==> config.mk <==
export PLATFORM = sky130hd
export DESIGN_NAME = rr_mux_nbit_x4
export DESIGN_NICKNAME = d
export VERILOG_FILES = /design/src/rtl/mux_x4_pkg.sv /design/src/rtl/rr_arbiter_x4.sv /design/src/rtl/rr_mux_nbit_x4.sv
export SDC_FILE = /design/constraint.sdc
export NUM_CORES = 1
export LEC_CHECK = 0
export ABC_CLOCK_PERIOD_IN_PS = 4400
export CAP_MARGIN = 25
export CORE_UTILIZATION = 46
export CTS_BUF_LIST = sky130_fd_sc_hd__clkbuf_8
export DETAILED_ROUTE_END_ITERATION = 12
export GPL_TIMING_DRIVEN = 0
export PLACE_DENSITY = 0.86
export SYNTH_ARGS = -nofsm -noshare
export SYNTH_HDL_FRONTEND = slang
export SYNTH_SLANG_ARGS = --single-unit
export TNS_END_PERCENT = 1
==> constraint.sdc <==
create_clock -name clk -period 4.4 [get_ports clk]
set_input_delay 0.88 -clock clk [delete_from_list [all_inputs] [get_ports clk]]
set_output_delay 0.88 -clock clk [all_outputs]
set_load 0.005 [all_outputs]
==> src/rtl/mux_x4_pkg.sv <==
// Shared select codes, reset pointer and round-robin pick function for the 4:1 stream merger.
package mux_x4_pkg;

  localparam logic [1:0] SEL_A        = 2'd0;
  localparam logic [1:0] SEL_B        = 2'd1;
  localparam logic [1:0] SEL_C        = 2'd2;
  localparam logic [1:0] SEL_D        = 2'd3;
  localparam logic [1:0] RR_RESET_PTR = 2'd3;

  // Returns {found, idx}: first valid channel searching ptr+1, ptr+2, ptr+3, ptr+4 (mod 4).
  // Scanning from the farthest candidate lets the nearest one overwrite the result.
  function automatic logic [2:0] rr_pick(input logic [3:0] valid, input logic [1:0] ptr);
    logic [2:0] res;
    logic [1:0] idx;
    res = 3'b000;
    for (int i = 4; i >= 1; i--) begin
      idx = ptr + 2'(i);
      if (valid[idx]) begin
        res = {1'b1, idx};
      end else begin
        res = res;
      end
    end
    return res;
  endfunction

endpackage

==> src/rtl/rr_arbiter_x4.sv <==
// Combinational 4-way grant from valid[3:0] and the last-granted pointer.
// RR_MUX_FIXED_PRIO_EN selects fixed priority a > b > c > d instead of round-robin.
module rr_arbiter_x4
  import mux_x4_pkg::*;
(
  input  logic [3:0] i_valid,
  input  logic [1:0] i_ptr,
  output logic       o_found,
  output logic [1:0] o_grant
);

  logic [2:0] w_pick;

`ifdef RR_MUX_FIXED_PRIO_EN
  // Searching from just after d always visits a, b, c, d in that order.
  assign w_pick = rr_pick(i_valid, SEL_D);
  logic w_unused_ptr;
  assign w_unused_ptr = ^i_ptr;
`else
  assign w_pick = rr_pick(i_valid, i_ptr);
`endif

  assign o_found = w_pick[2];
  assign o_grant = w_pick[1:0];

endmodule

==> src/rtl/rr_mux_nbit_x4.sv <==
// Round-robin 4:1 N-bit stream merger with registered output y and source tag y_sel.
// Build option: RR_MUX_FIXED_PRIO_EN switches arbitration to fixed priority a > b > c > d.
module rr_mux_nbit_x4
  import mux_x4_pkg::*;
#(
  parameter int BUS_WIDTH = 8
) (
  input  logic                 clk,
  input  logic                 reset_n,
  input  logic [BUS_WIDTH-1:0] a,
  input  logic                 a_valid,
  output logic                 a_ready,
  input  logic [BUS_WIDTH-1:0] b,
  input  logic                 b_valid,
  output logic                 b_ready,
  input  logic [BUS_WIDTH-1:0] c,
  input  logic                 c_valid,
  output logic                 c_ready,
  input  logic [BUS_WIDTH-1:0] d,
  input  logic                 d_valid,
  output logic                 d_ready,
  output logic [BUS_WIDTH-1:0] y,
  output logic [1:0]           y_sel,
  output logic                 y_valid,
  input  logic                 y_ready
);

  logic [BUS_WIDTH-1:0] r_y;
  logic [1:0]           r_y_sel;
  logic                 r_y_valid;
  logic [1:0]           w_ptr;
  logic                 w_found;
  logic [1:0]           w_grant;
  logic                 w_load_en;
  logic                 w_xfer;
  logic [BUS_WIDTH-1:0] w_data;

  assign w_load_en = !r_y_valid || y_ready;
  assign w_xfer    = w_load_en && w_found;

`ifdef RR_MUX_FIXED_PRIO_EN
  assign w_ptr = RR_RESET_PTR;
`else
  logic [1:0] r_last_grant;

  // Remember the most recent winner so the next search starts just after it.
  always_ff @(posedge clk or negedge reset_n) begin
    if (!reset_n) begin
      r_last_grant <= RR_RESET_PTR;
    end else if (w_xfer) begin
      r_last_grant <= w_grant;
    end else begin
      r_last_grant <= r_last_grant;
    end
  end

  assign w_ptr = r_last_grant;
`endif

  rr_arbiter_x4 u_arb (
    .i_valid ({d_valid, c_valid, b_valid, a_valid}),
    .i_ptr   (w_ptr),
    .o_found (w_found),
    .o_grant (w_grant)
  );

  // Steer the granted channel's data toward the output register.
  always_comb begin
    w_data = '0;
    case (w_grant)
      SEL_A:   w_data = a;
      SEL_B:   w_data = b;
      SEL_C:   w_data = c;
      SEL_D:   w_data = d;
      default: w_data = '0;
    endcase
  end

  // Readies stay low throughout reset regardless of the arbiter.
  assign a_ready = reset_n && w_xfer && (w_grant == SEL_A);
  assign b_ready = reset_n && w_xfer && (w_grant == SEL_B);
  assign c_ready = reset_n && w_xfer && (w_grant == SEL_C);
  assign d_ready = reset_n && w_xfer && (w_grant == SEL_D);

  // Output slot: load on a grant, empty on an idle drain, hold while stalled.
  always_ff @(posedge clk or negedge reset_n) begin
    if (!reset_n) begin
      r_y       <= '0;
      r_y_sel   <= SEL_A;
      r_y_valid <= 1'b0;
    end else if (w_xfer) begin
      r_y       <= w_data;
      r_y_sel   <= w_grant;
      r_y_valid <= 1'b1;
    end else if (w_load_en) begin
      r_y       <= r_y;
      r_y_sel   <= r_y_sel;
      r_y_valid <= 1'b0;
    end else begin
      r_y       <= r_y;
      r_y_sel   <= r_y_sel;
      r_y_valid <= r_y_valid;
    end
  end

  assign y       = r_y;
  assign y_sel   = r_y_sel;
  assign y_valid = r_y_valid;

endmodule

==> results_dict.tcl <==
set metrics [dict create \
    nets 234 \
    place_hpwl_um 2710 \
    path_clk_slew_ns 0.05 \
    yosys.area_share.simple_pct 24.8 \
    post-synth-top-count-cell "a32oi_1" \
    synth_top_area_share_pct 23.5 \
    p_per_area_nw_per_um2 350 \
    fin_setup_tns_ns 0 \
    synth_seq_cells 13 \
    maxSlewHeadroom_pct 55.0 \
    drc 0 \
    gp_congestion 0.815 \
    worst-slew-pin-transition_ns 0.673 \
    min_period_ns 3.98 \
    synth_top_family_by_area "compound AO/OA/AOI/OAI gates" \
    period_share_pct 90.5 \
    cts_buffers 3 \
    synth_edf_count 0 \
    critical_path.max_stage_delay_ns 0.58 \
    ctsRootBufferMaster "clkbuf_8" \
    dr.pass1.iters 4 \
    die_h_um 52.5 \
    area_growth_pct 52.1 \
    start_util_pct 51.0 \
    hold_buffers 0 \
    synth_ff_type "dfrtp_1" \
    syn-num-nets 176 \
    grt_antenna_before_repair 0 \
    yosysUniqueCellTypes 37 \
    drv_slew 0 \
    worstPathCellList "clkdlybuf4s50_1 > buf_2 > nor2_1 > nor3_1 > buf_2 > nor3b_1 > clkdlybuf4s50_1" \
    num_io_pins 54 \
    cp_max_fo 10 \
    postCtsSetupBuffers 0 \
    timing.final.hold_violations 0 \
    synth_xor_area_share_pct 0.748 \
    synth.top_cells.by_area "dfrtp_1, a32oi_1, and4b_1, a21bo_2, o211ai_1" \
    cts_sinks 13 \
    critical_path_arrival_ns 3.10 \
    via_per_inst 5.96 \
    worst_setup_path_start_kind "input port" \
    ir_worst_vdd_mv 0.243 \
    synth_area_per_cell_um2 8.55 \
    reg2reg_slack_ns 2.64 \
    cap_violations 0 \
    clock_skew_ns 0.000358 \
    syn-instance-count 137 \
    synth_mux_area_share_pct 2.78 \
    fmax_mhz 251 \
    dpl.cell_count 218 \
    coreArea_um2 2300 \
    worstSetupPathType "input port to output pin" \
    synth_compound_area_share_pct 36.2 \
    drive_above_1_share_pct 12.4 \
    rsz0062_at_grt "no" \
    clockBufferDepth 2 \
    ys.warnings.count 0 \
    final_antenna_net_count 0 \
    wl_um 3560 \
    htreeDepth 1 \
    hold_class "flip-flop to flip-flop" \
    cts_tree "done" \
    netlist_area_um2 1170 \
    grt_max_degree 16 \
    grt_pass1_wl_um 5710 \
    stdcell_count 222 \
    yosysSeqAreaShare_pct 28.0 \
    dieArea_um2 2750 \
    post_cts_resized 0 \
    rows 17 \
    cp_slowest_cell "clkdlybuf4s50_1" \
    grt-ovfl-total 0 \
    leakage_uw 0.000691 \
    wl_per_cell_um 16.1 \
    async_flop_share_pct 100 \
    die_w_um 52.5 \
    via_count 1323 \
    clock_latency_ns 0.24 \
    crit_path_end_kind "output pin" \
    grt_pass1_vias 1275 \
    track_usage_pct 28.2 \
    synth_common_cells "a32oi_1, nor2_1, dfrtp_1" \
    drt_iter0_markers 24 \
    io_buffers 53 \
    antennaDiodeCount 0 \
    final-setup-viol-count 0 \
    synth_top_cell_by_area "dfrtp_1" \
    post_synth_fa_ha_maj_area_fraction_pct 0 \
    cp_data_required_time_ns 3.52 \
    status "finished clean" \
]
-- final cells by class --
type	instances	area, um^2
Multi-Input combinational cell	109	756
Timing Repair Buffer	53	531
Fill cell	185	515
Sequential cell	13	328
Buffer	14	83.8
Clock buffer	3	41.3
Tap cell	28	35.0
Clock inverter	1	3.75
Inverter	1	3.75
-- flip-flops by register name, summed over array words and instances, names as in the netlist --
| register | cells |
|---|---|
| r_last_grant | 2 |
| y | 8 |
| y_sel | 2 |
| y_valid | 1 |
-- final timing paths --
path,start,endpoint,cells after the start
max,d_valid,d_ready,7
min,y_sel[1],y_sel[1],1
max reg2reg,r_last_grant[0],y[0],6
min reg2reg,y_sel[1],y_sel[1],1
max in group asynchronous,reset_n,y[1],1
min in group asynchronous,reset_n,y[5],1
-- through the flow --
stage          area, um^2  total power, uW  utilization [%]  worst slack (ns)  hold slack, ns
6_report             1780              623             77.6             0.418           0.497
5_1_grt              1780              665             77.6             0.275           0.502
4_1_cts              1780              623             77.6             0.436           0.495
3_5_place_dp         1740              516             75.6             0.474           0.488
3_3_place_gp         1740              504             75.6             0.483           0.467
2_1_floorplan        1170              364                -              1.80           0.483
-- cell families after synthesis --
family,after synthesis
buffers and inverters,15
and+or+nand+nor,51
xor gates and xnor gates,1
DFF,13
AOI/OAI and AO/OA,54
muxes,3
-- cells in the final DEF, fill, tap and decap left out, types with 4 or more instances in the layout --
master / count
a21bo_2: 6
nand2_1: 9
nor3_1: 9
nand2b_1: 4
buf_2: 4
clkdlybuf4s50_1: 53
o211ai_1: 8
nor2_1: 12
a21oi_1: 6
o21ai_0: 8
a32oi_1: 16
dfrtp_1: 11
and4b_1: 8
clkbuf_1: 4
-- routing by layer --
layer	wire, um	GRT usage (%)
met5	0	0
met4	34	9.21
met3	227	3.77
met2	1660	47.3
met1	1640	36.9
-- critical path, delay by kind of cell --
kind                   cells  cell delay (ns)
buffers and inverters      4             1.66
and+or+nand+nor            3             0.56
-- where the power goes --
group | internal, uW | switching [uW] | total [uW]
combinational | 179 | 154 | 334
sequential | 160 | 25.3 | 185
clock | 61.7 | 42.6 | 104
(Power assumes the default switching activity.)
